===== src/rtl/bus_write_arbiter_pkg.sv =====
`default_nettype none
// ============================================================================
// Module   : bus_write_arbiter_pkg
// Brief    : Shared constants and beat/address types for the write-bus arbiter.
// Revision : 1.0
// ============================================================================
package bus_write_arbiter_pkg;

    localparam int CORE_NUMBER     = 8;
    localparam int BUS_ARRAY_WIDTH = 6;
    localparam int NUMBER_WIDTH    = 32;
    localparam int SLAVE_ADDR      = 6;
    localparam int MAX_BURST_LEN   = 16;
    localparam int CORE_ID_W       = $clog2(CORE_NUMBER);
    localparam int MASTER_ADDR     = SLAVE_ADDR + CORE_ID_W;

    typedef logic [NUMBER_WIDTH-1:0] number_t;
    typedef number_t [BUS_ARRAY_WIDTH-1:0] bus_beat_t;

    typedef struct packed {
        logic [CORE_ID_W-1:0]  core_id;
        logic [SLAVE_ADDR-1:0] slave_addr;
    } master_addr_t;

endpackage
`default_nettype wire


===== src/rtl/bus_write_arbiter_if.sv =====
`default_nettype none
// ============================================================================
// Module   : bus_write_arbiter_if
// Brief    : Per-core write request bundle plus the shared downstream port.
// Revision : 1.0
// ============================================================================
interface bus_write_arbiter_if
    import bus_write_arbiter_pkg::*;
#(
    parameter int NUM_CORES = CORE_NUMBER,
    parameter int LANES     = BUS_ARRAY_WIDTH,
    parameter int DATA_W    = NUMBER_WIDTH,
    parameter int SADDR_W   = SLAVE_ADDR
);
    localparam int BEAT_W  = LANES * DATA_W;
    localparam int MADDR_W = SADDR_W + $clog2(NUM_CORES);

    logic [NUM_CORES-1:0]         s_wvalid;
    logic [NUM_CORES-1:0]         s_wready;
    logic [NUM_CORES*BEAT_W-1:0]  s_wdata;
    logic [NUM_CORES*SADDR_W-1:0] s_waddr;
    logic [NUM_CORES-1:0]         s_wlast;
    logic                         m_wvalid;
    logic                         m_wready;
    logic [BEAT_W-1:0]            m_wdata;
    logic [MADDR_W-1:0]           m_waddr;
    logic                         m_wlast;
    logic                         err_overlong;

    // Arbiter side
    modport slave (
        input  s_wvalid, s_wdata, s_waddr, s_wlast, m_wready,
        output s_wready, m_wvalid, m_wdata, m_waddr, m_wlast, err_overlong
    );

    // Cores plus downstream sink side
    modport master (
        output s_wvalid, s_wdata, s_waddr, s_wlast, m_wready,
        input  s_wready, m_wvalid, m_wdata, m_waddr, m_wlast, err_overlong
    );

endinterface
`default_nettype wire


===== src/rtl/bus_write_arbiter_rr_pick.sv =====
`default_nettype none
// ============================================================================
// Module   : rr_pick
// Brief    : Combinational finder of the first set request bit at or after ptr.
// Revision : 1.0
// ============================================================================
module rr_pick #(
    parameter int N  = 8,
    parameter int PW = $clog2(N)
) (
    input  wire logic [N-1:0]  i_req,
    input  wire logic [PW-1:0] i_ptr,
    output logic               o_found,
    output logic [PW-1:0]      o_idx
);

    logic          w_found;
    logic [PW-1:0] w_idx;

    always_comb begin
        w_found = 1'b0;
        w_idx   = '0;
        for (int i = 0; i < N; i++) begin
            if (!w_found && i_req[(int'(i_ptr) + i) % N]) begin
                w_found = 1'b1;
                w_idx   = PW'((int'(i_ptr) + i) % N);
            end
        end
    end

    assign o_found = w_found;
    assign o_idx   = w_idx;

endmodule
`default_nettype wire


===== src/rtl/bus_write_arbiter.sv =====
`default_nettype none
// ============================================================================
// Module   : bus_write_arbiter
// Brief    : Round-robin, burst-locked arbiter sharing one write bus among cores.
// Revision : 1.0
// ============================================================================
module bus_write_arbiter
    import bus_write_arbiter_pkg::*;
#(
    parameter int NUM_CORES = CORE_NUMBER,
    parameter int LANES     = BUS_ARRAY_WIDTH,
    parameter int DATA_W    = NUMBER_WIDTH,
    parameter int SADDR_W   = SLAVE_ADDR,
    parameter int MAX_BURST = MAX_BURST_LEN
) (
    input wire logic          clk,
    input wire logic          rst_n,
    bus_write_arbiter_if.slave bus
);

    localparam int CW      = $clog2(NUM_CORES);
    localparam int BEAT_W  = LANES * DATA_W;
    localparam int MADDR_W = SADDR_W + CW;
    localparam int CNT_W   = $clog2(MAX_BURST);

    typedef enum logic [0:0] {
        IDLE = 1'b0,
        BUSY = 1'b1
    } state_t;

    state_t               r_state;
    logic [CW-1:0]        r_gnt;
    logic [CW-1:0]        r_rr_ptr;
    logic [CNT_W-1:0]     r_burst_cnt;
    logic [SADDR_W-1:0]   r_saddr;
    logic                 r_m_wvalid;
    logic [BEAT_W-1:0]    r_m_wdata;
    logic [MADDR_W-1:0]   r_m_waddr;
    logic                 r_m_wlast;
    logic                 r_err;

    logic                 w_found;
    logic [CW-1:0]        w_pick;
    logic                 w_room;
    logic                 w_accept;
    logic                 w_cut;
    logic                 w_end;
    logic [NUM_CORES-1:0] w_s_wready;

    rr_pick #(
        .N  (NUM_CORES),
        .PW (CW)
    ) u_rr_pick (
        .i_req   (bus.s_wvalid),
        .i_ptr   (r_rr_ptr),
        .o_found (w_found),
        .o_idx   (w_pick)
    );

    // The output register can take a beat when empty or draining this cycle.
    assign w_room   = !r_m_wvalid || bus.m_wready;
    assign w_accept = (r_state == BUSY) && bus.s_wvalid[r_gnt] && w_room;
    assign w_cut    = (r_burst_cnt == CNT_W'(MAX_BURST - 1));
    assign w_end    = bus.s_wlast[r_gnt] || w_cut;

    always_comb begin
        w_s_wready = '0;
        if (r_state == BUSY) begin
            w_s_wready[r_gnt] = w_room;
        end
    end

    always_ff @(posedge clk or negedge rst_n) begin
        if (!rst_n) begin
            r_state     <= IDLE;
            r_gnt       <= '0;
            r_rr_ptr    <= '0;
            r_burst_cnt <= '0;
            r_saddr     <= '0;
            r_m_wvalid  <= 1'b0;
            r_m_wdata   <= '0;
            r_m_waddr   <= '0;
            r_m_wlast   <= 1'b0;
            r_err       <= 1'b0;
        end else begin
            if (w_accept) begin
                r_m_wvalid <= 1'b1;
                r_m_wdata  <= bus.s_wdata[int'(r_gnt)*BEAT_W +: BEAT_W];
                r_m_waddr  <= {r_gnt, r_saddr};
                r_m_wlast  <= w_end;
            end else if (bus.m_wready) begin
                r_m_wvalid <= 1'b0;
            end

            case (r_state)
                IDLE: begin
                    if (w_found) begin
                        r_gnt    <= w_pick;
                        r_saddr  <= bus.s_waddr[int'(w_pick)*SADDR_W +: SADDR_W];
                        r_rr_ptr <= (w_pick == CW'(NUM_CORES - 1)) ? '0 : w_pick + 1'b1;
                        r_state  <= BUSY;
                    end
                end
                BUSY: begin
                    if (w_accept) begin
                        if (w_end) begin
                            r_state     <= IDLE;
                            r_burst_cnt <= '0;
                            // A forced cut leaves the core's tail for a later grant.
                            if (!bus.s_wlast[r_gnt]) begin
                                r_err <= 1'b1;
                            end
                        end else begin
                            r_burst_cnt <= r_burst_cnt + 1'b1;
                        end
                    end
                end
                default: r_state <= IDLE;
            endcase
        end
    end

    assign bus.s_wready     = w_s_wready;
    assign bus.m_wvalid     = r_m_wvalid;
    assign bus.m_wdata      = r_m_wdata;
    assign bus.m_waddr      = r_m_waddr;
    assign bus.m_wlast      = r_m_wlast;
    assign bus.err_overlong = r_err;

endmodule
`default_nettype wire


===== src/flat_wrapper.sv =====
// flat-port wrapper written by rule: the top's interface ports become plain ports
module bus_write_arbiter_flat import bus_write_arbiter_pkg::*;
#(
    parameter int NUM_CORES = CORE_NUMBER,
    parameter int LANES     = BUS_ARRAY_WIDTH,
    parameter int DATA_W    = NUMBER_WIDTH,
    parameter int SADDR_W   = SLAVE_ADDR,
    parameter int MAX_BURST = MAX_BURST_LEN
)
  (clk, rst_n, bus_s_wvalid, bus_s_wdata, bus_s_waddr, bus_s_wlast, bus_m_wready, bus_s_wready, bus_m_wvalid, bus_m_wdata, bus_m_waddr, bus_m_wlast, bus_err_overlong);
  bus_write_arbiter_if #(.NUM_CORES(NUM_CORES), .LANES(LANES), .DATA_W(DATA_W), .SADDR_W(SADDR_W)) bus_i ();
  input wire logic clk;
  input wire logic rst_n;
  input wire logic [$bits(bus_i.s_wvalid)-1:0] bus_s_wvalid;
  input wire logic [$bits(bus_i.s_wdata)-1:0] bus_s_wdata;
  input wire logic [$bits(bus_i.s_waddr)-1:0] bus_s_waddr;
  input wire logic [$bits(bus_i.s_wlast)-1:0] bus_s_wlast;
  input wire logic [$bits(bus_i.m_wready)-1:0] bus_m_wready;
  output wire logic [$bits(bus_i.s_wready)-1:0] bus_s_wready;
  output wire logic [$bits(bus_i.m_wvalid)-1:0] bus_m_wvalid;
  output wire logic [$bits(bus_i.m_wdata)-1:0] bus_m_wdata;
  output wire logic [$bits(bus_i.m_waddr)-1:0] bus_m_waddr;
  output wire logic [$bits(bus_i.m_wlast)-1:0] bus_m_wlast;
  output wire logic [$bits(bus_i.err_overlong)-1:0] bus_err_overlong;
  assign bus_i.s_wvalid = bus_s_wvalid;
  assign bus_i.s_wdata = bus_s_wdata;
  assign bus_i.s_waddr = bus_s_waddr;
  assign bus_i.s_wlast = bus_s_wlast;
  assign bus_i.m_wready = bus_m_wready;
  assign bus_s_wready = bus_i.s_wready;
  assign bus_m_wvalid = bus_i.m_wvalid;
  assign bus_m_wdata = bus_i.m_wdata;
  assign bus_m_waddr = bus_i.m_waddr;
  assign bus_m_wlast = bus_i.m_wlast;
  assign bus_err_overlong = bus_i.err_overlong;
  bus_write_arbiter #(.NUM_CORES(NUM_CORES), .LANES(LANES), .DATA_W(DATA_W), .SADDR_W(SADDR_W), .MAX_BURST(MAX_BURST)) u_core (.clk(clk), .rst_n(rst_n), .bus(bus_i));
endmodule

===== config.mk =====
export PLATFORM = sky130hd
export DESIGN_NAME = bus_write_arbiter_flat
export DESIGN_NICKNAME = d
export VERILOG_FILES = /design/src/rtl/bus_write_arbiter_pkg.sv /design/src/rtl/bus_write_arbiter_if.sv /design/src/rtl/bus_write_arbiter_rr_pick.sv /design/src/rtl/bus_write_arbiter.sv /design/src/flat_wrapper.sv
export SDC_FILE = /design/constraint.sdc
export NUM_CORES = 1
export LEC_CHECK = 0
export ABC_AREA = 1
export CAP_MARGIN = 20
export CORE_AREA = 2 2 698 700
export CTS_BUF_LIST = sky130_fd_sc_hd__clkbuf_2 sky130_fd_sc_hd__clkbuf_4 sky130_fd_sc_hd__clkbuf_8
export DETAILED_ROUTE_END_ITERATION = 10
export DIE_AREA = 0 0 700 702
export PLACE_DENSITY = 0.3
export SLEW_MARGIN = 25
export SYNTH_ARGS = -nofsm -noshare
export SYNTH_HDL_FRONTEND = slang
export SYNTH_SLANG_ARGS = --single-unit

===== constraint.sdc =====
create_clock -name clk -period 3.65 [get_ports clk]
set_input_delay 0.365 -clock clk [delete_from_list [all_inputs] [get_ports clk]]
set_output_delay 0.365 -clock clk [all_outputs]
set_load 0.1 [all_outputs]

### After elaboration in Yosys (flattened, before gate mapping)

Index checks and enable logic that the tools add are counted.

* input port bits: 1603
* flip-flop bits (word level): 221
* output and inout port bits: 212

* reduce and logical (&&, ||, !) cells: 31
* bitwise gates (word level): 10
* add/subtract/negate cells: 9
* multipliers: 2
* eq/ne operators: 2
* shift operators: 2
* magnitude comparators: 10
* mux-type cells: 54

Operators with widths (count)
* $shiftx 1536x32->192: 1
* $shiftx 48x32->6: 1
* $lt 4x5->1 const B: 7
* $mux 1: 31
* $bmux 1 s3: 10
* $mux 3: 9
* $reduce_or 3->1: 7
* $add 3x3->3 const B: 4
* $logic_and 1x1->1: 10
* $mul 3x2->5 const B: 2
* $and 8x8->8: 1
* $logic_not 1->1: 8
* $lt 3x4->1 const B: 2
* $mux 8: 1
* $and 1x1->1 const A: 7
* $add 3x1->3 const B: 2
* $add 3x2->3 const B: 2
* $add 4x1->4 const B: 1
* $eq 4x4->1 const B: 1
* $mux 4: 1
* $reduce_and 2->1: 2
* $reduce_and 4->1: 1
* $demux 1 s3: 1
* $eq 3x3->1 const B: 1
* other kinds (5): 7

### Logic depth before layout (Yosys ltp)

* word-level depth: 28
* gate-level depth with buffers: 23
* mapped depth without buffers: 19

### By module

Synthesis repeated with hierarchy kept, for this count alone.

* cells, all modules: 3783
* area, all modules: 21922.3 µm²

By module, submodules not included
* bus_write_arbiter: area each 21101.5 µm², cells each 3646, instances 1
* rr_pick: area each 820.8 µm², cells each 137, instances 1

### Least setup slack after synthesis

Ideal clock, no wire load.

* kind: register to output
* start: reg u_core.r_gnt[0]
* end: out bus_s_wready[1]
* data arrival time: 2819 ps
* cell stages (with the launch flop): 7
* path slack: 466 ps
* path buffers: 4
* path through: dfrtp_1 clkbuf_1 clkbuf_1 clkbuf_1 clkbuf_1 nand2_1 nor2_1

* cells in the longest elaborated chain, start to end: 6
* elaborated cells between the ends (all ways): 7

Ends and longest elaborated chain
* start, declared: line bus_write_arbiter.sv:32 `logic [CW-1:0] r_gnt;`
* start signal, assigned: line bus_write_arbiter.sv:98 `r_gnt <= w_pick;`
* $lt 3x4->1 (not written as such) or $ge 3x1->1 (tied branches): line bus_write_arbiter.sv:69 `w_s_wready[r_gnt] = w_room;`
* $logic_and 1x1->1 (not written as such): line bus_write_arbiter.sv:69
* $mux 1 (not written as such): line bus_write_arbiter.sv:69
* $demux 1 s3 (*)
* $and 8x8->8 (no source line) (*)
* $mux 8 (*): line bus_write_arbiter.sv:68 `if (r_state == BUSY) begin`
* end, declared: line flat_wrapper.sv:19 `output wire logic [$bits(bus_i.s_wready)-1:0] bus_s_wready;`

Mark *: on every way between the ends. The rest lies on a longest branch, timed or not.

### Final worst setup path

* start: reg u_core.r_rr_ptr[0]
* end: reg u_core.r_rr_ptr[1]

* cells in the longest elaborated chain, start to end: 26
* elaborated cells between the ends (all ways): 64

Ends and longest elaborated chain
* start, declared: line bus_write_arbiter.sv:33 `logic [CW-1:0] r_rr_ptr;`
* start signal, assigned: line bus_write_arbiter.sv:100 `r_rr_ptr <= (w_pick == CW'(NUM_CORES - 1)) ? '0 : w_pick + 1'b1;`
* $add 3x1->3 or $bmux 1 s3 (tied branches): line bus_write_arbiter_rr_pick.sv:24, bus_write_arbiter_rr_pick.sv:26
* $bmux 1 s3 or $mux 1 (tied branches): line bus_write_arbiter_rr_pick.sv:24 `if (!w_found && i_req[(int'(i_ptr) + i) % N]) begin`
* $mux 1 (not written as such): line bus_write_arbiter_rr_pick.sv:24
* $mux 1 (not written as such) or $logic_not 1->1 (tied branches): line bus_write_arbiter_rr_pick.sv:24
* $logic_and 1x1->1: line bus_write_arbiter_rr_pick.sv:24
* $mux 1: line bus_write_arbiter_rr_pick.sv:24
* $logic_not 1->1: line bus_write_arbiter_rr_pick.sv:24
* $logic_and 1x1->1: line bus_write_arbiter_rr_pick.sv:24
* [... 10 more ...]
* $logic_not 1->1: line bus_write_arbiter_rr_pick.sv:24
* $logic_and 1x1->1: line bus_write_arbiter_rr_pick.sv:24
* $mux 1: line bus_write_arbiter_rr_pick.sv:24
* $logic_not 1->1: line bus_write_arbiter_rr_pick.sv:24
* $logic_and 1x1->1: line bus_write_arbiter_rr_pick.sv:24
* $mux 3: line bus_write_arbiter_rr_pick.sv:24
* $add 3x1->3 or $eq 3x3->1 (tied branches): line bus_write_arbiter.sv:100
* $mux 3: line bus_write_arbiter.sv:100

Several ways; a longest one is shown, not always the timed one. The select of a mux whose other input is x is not followed.
A chain may end at the register's enable or synchronous reset.

==> impl_metrics.ini <==
[grt]
globalRoute.totalOverflow = 0
grt_max_degree = 117
antenna_found_initial = 611
grt_pass1_vias = 35800
track_usage_pct = 17.4
grt_pass1_wl_microns = 525000

[yosys]
syn_area_sq_um = 20100
yosys_warnings = 0
synth_mux_area_share_pct = 0
synth_fa_ha_area_share_pct = 0.249
synth_compound_area_share_pct = 36.9
synth_seq_cells = 221
yosys.cell_types.count = 43
synth_area_per_cell_sq_um = 5.95
yosys.area_share.simple_pct = 28.5
synth_async_sr_flop_share_pct = 100
synth_edf_count = 0
yosys.area.top_type_share_pct = 27.5
syn-instance-count = 3381
post_synth_xor_area_fraction_pct = 0.249
yosys-top-cells-area = dfrtp_1 27%, o21ai_0 24%, nor2_1 19%
synth_nets = 4988
ys_seq_area_share_pct = 27.5
synth_top_family_by_area = compound AO/OA/AOI/OAI gates
yosys_most_used_dff = dfrtp_1
yosys.area.top_type = dfrtp_1

[worst_setup_path]
r2r-end = u_core.r_rr_ptr[1]
reg2reg_depth = 16
worst-path-max-fanout = 10
worst_setup_path_start_kind = flop
crit_path_end = u_core.r_rr_ptr[1]
path_class = flop to flop
r2r_slack_ns = 0.56
critPathLaunch = u_core.r_rr_ptr[0]
critPathArrivalTime_ns = 3.81
cp-end-kind = flop
reg2reg_from = u_core.r_rr_ptr[0]
cp.required_ns = 4.38

[floorplan]
fp.dieArea_sq_um = 491000
die-width_microns = 700
core_sq_um = 484000
die_h_microns = 702
start_util_pct = 4.16
num_rows = 256
ios = 1815

[clock_network]
worstSkewPairLatency_ns = 0.90
tritoncts = yes
cts_made_buffers = 70
path_clk_slew_ns = 0.06
post_cts_buffers = 0
post_cts_resized = 0
clockBufferDepth = 4
htree_levels = 3
postCtsHoldBufs = 1
clock-sinks = 221
cts_root_buf = clkbuf_8

[final_layout]
final_nets = 6772
final_util_pct = 10.2
area_growth_pct = 145
drive_gt1_share_pct = 8.71
n_fill_cell = 57000

[placement]
port_buffers = 1814
dpl.hpwl_microns = 401000
gp_congestion = 0.996

[pwr]
peakVddDrop_mv = 0.484
p_per_area_nw_per_um2 = 919
power_leakage_nw = 16.6

[timing]
final.period_utilization_pct = 84.6
finalMaxSlewViolations = 0
rsz0062_at_grt = false
hold_violations = 0
relSlewSlack_pct = 12.6
skew_ns = 0.0550
fin_setup_tns_ns = 0
period_minus_slack_ns = 3.09
fmax_mhz = 324
worst_pin_slew_ns = 1.30
setup_viol = 0

[routing]
route.detailed.drc = 0
vias = 37000
wl_per_cell_microns = 37.4
drt_iter0_drc = 3096
wl_microns = 444000
drt-pass1-iter-count = 6
vias_per_cell = 3.11
final_antenna_net_count = 0

[outcome]
outcome = finished, final reports clean

[worst_hold_path]
hold_path_class = primary input to asynchronous set/reset pin

[run]
cap_violations = 0
## cell usage in the layout (no fill, tap or decap), types with 3 or more instances in the layout
master and count:
buf_2 13, clkdlybuf4s50_1 1744, dfrtp_1 220, bufinv_16 5
nand2_2 7, o21ai_0 976, clkbuf_4 21, nor2_4 4
nor2_1 1000, o21bai_1 3, o21ai_1 5, a21oi_1 3
nor2_2 3, inv_2 5, nand2_4 7, buf_4 213
buf_12 52, ha_1 4, clkinv_2 8, diode_2 206
inv_1 19, o22ai_1 385, nand2_1 315, nand3_1 70
nand3_2 15, clkbuf_8 84
## area by class of cell
| class | count | area [sq um] | share of cell area, % |
|---|---|---|---|
| repair buffers | 2024 | 20200 | 41.0 |
| multi-input cells | 2819 | 13300 | 27.0 |
| well taps | 6450 | 8070 | 16.4 |
| flip-flops and latches | 221 | 5530 | 11.2 |
| clock buffers | 105 | 1310 | 2.67 |
| diodes | 206 | 515 | 1.05 |
| clock inverters | 15 | 208 | 0.422 |
| inverters | 29 | 126 | 0.257 |
## metal layers
layer  up-vias  global-route usage (%)  part of all wire (%)
li1      15600                       -                     -
met1     17400                    18.4                    37
met2      2460                    28.7                    46
met3      1194                    9.66                    12
met4       344                    6.34                   4.5
met5         -                       0                  0.52
## where the power goes
part,internal (W),switching (W)
clock network,0.00264,0.00202
registers,0.00372,0.000760
logic,0.0100,0.0261
## cell families after synthesis
group	count (synthesis)
AOI/OAI and AO/OA	1379
xor gates and xnor gates	4
adders and majority gates	4
buffers and inverters	341
DFF	221
and+or+nand+nor	1432
## sequential cells by signal (all words and copies together) (netlist names)
signal	count
u_core.bus.m_wdata	192
u_core.bus.m_waddr	9
u_core.r_saddr	6
u_core.r_burst_cnt	4
u_core.r_gnt	3
u_core.r_rr_ptr	3
u_core.bus.err_overlong	1
u_core.bus.m_wlast	1
u_core.bus.m_wvalid	1
u_core.r_state	1
## worst min path at each step
| stage | cells past startpoint | slack [ns] | end | from |
|---|---|---|---|---|
| after global routing | 2 | 0.09 | u_core.bus.m_wdata[156] | rst_n |
| after floorplan | 0 | 0.07 | u_core.bus.err_overlong | rst_n |
| after global placement | 1 | 0.46 | u_core.bus.err_overlong | u_core.bus.err_overlong |
| after detailed placement | 1 | 0.45 | u_core.bus.err_overlong | u_core.bus.err_overlong |
| final | 2 | 0.15 | u_core.bus.m_wdata[156] | rst_n |
| after CTS | 2 | 0.03 | u_core.bus.m_wdata[165] | rst_n |
## metrics by stage
stage,cell area (sq um),setup WS (ns),std cells,power (W),hold slack [ns]
CTS,48700,0.471,11700,0.0461,0.0264
global route,49000,0.267,11800,0.0479,0.0864
global placement,47200,0.386,11500,0.0414,0.459
detailed placement,47200,0.493,11500,0.0411,0.453
floorplan,20100,0.466,3381,0.0240,0.0694
finish,49200,0.562,11900,0.0453,0.153
## critical path, stage by stage (launching register included)
cell and delay (ns):
dfrtp_1 0.40, buf_4 0.20, ha_1 0.26, xnor2_1 0.36, nand3_2 0.11, nand2_2 0.15
nor2_8 0.06, nand3_1 0.11, nor2_1 0.05, nor2_1 0.17, nand3_1 0.20, nor2_1 0.23
nor2_4 0.06, buf_12 0.15, ha_1 0.29, nand2_1 0.07, o21ai_0 0.09
## cells in the mapped netlist (2+ instances only)
master	instances
buf_1	5
o22ai_1	385
a21oi_1	3
nand3_1	70
buf_4	3
nand2_4	6
nor2_1	1003
nor2_8	2
ha_1	4
nor2_2	3
nand3_4	2
inv_1	21
o2111ai_1	2
clkinv_1	2
nor3_1	2
dfrtp_1	221
nand3_2	15
nand2_1	316
clkbuf_1	296
o21bai_1	3
nand2_2	7
buf_8	2
inv_2	5
o21ai_0	980
buf_2	4
buf_6	2
Note: power is estimated with default switching activity, not from simulation.
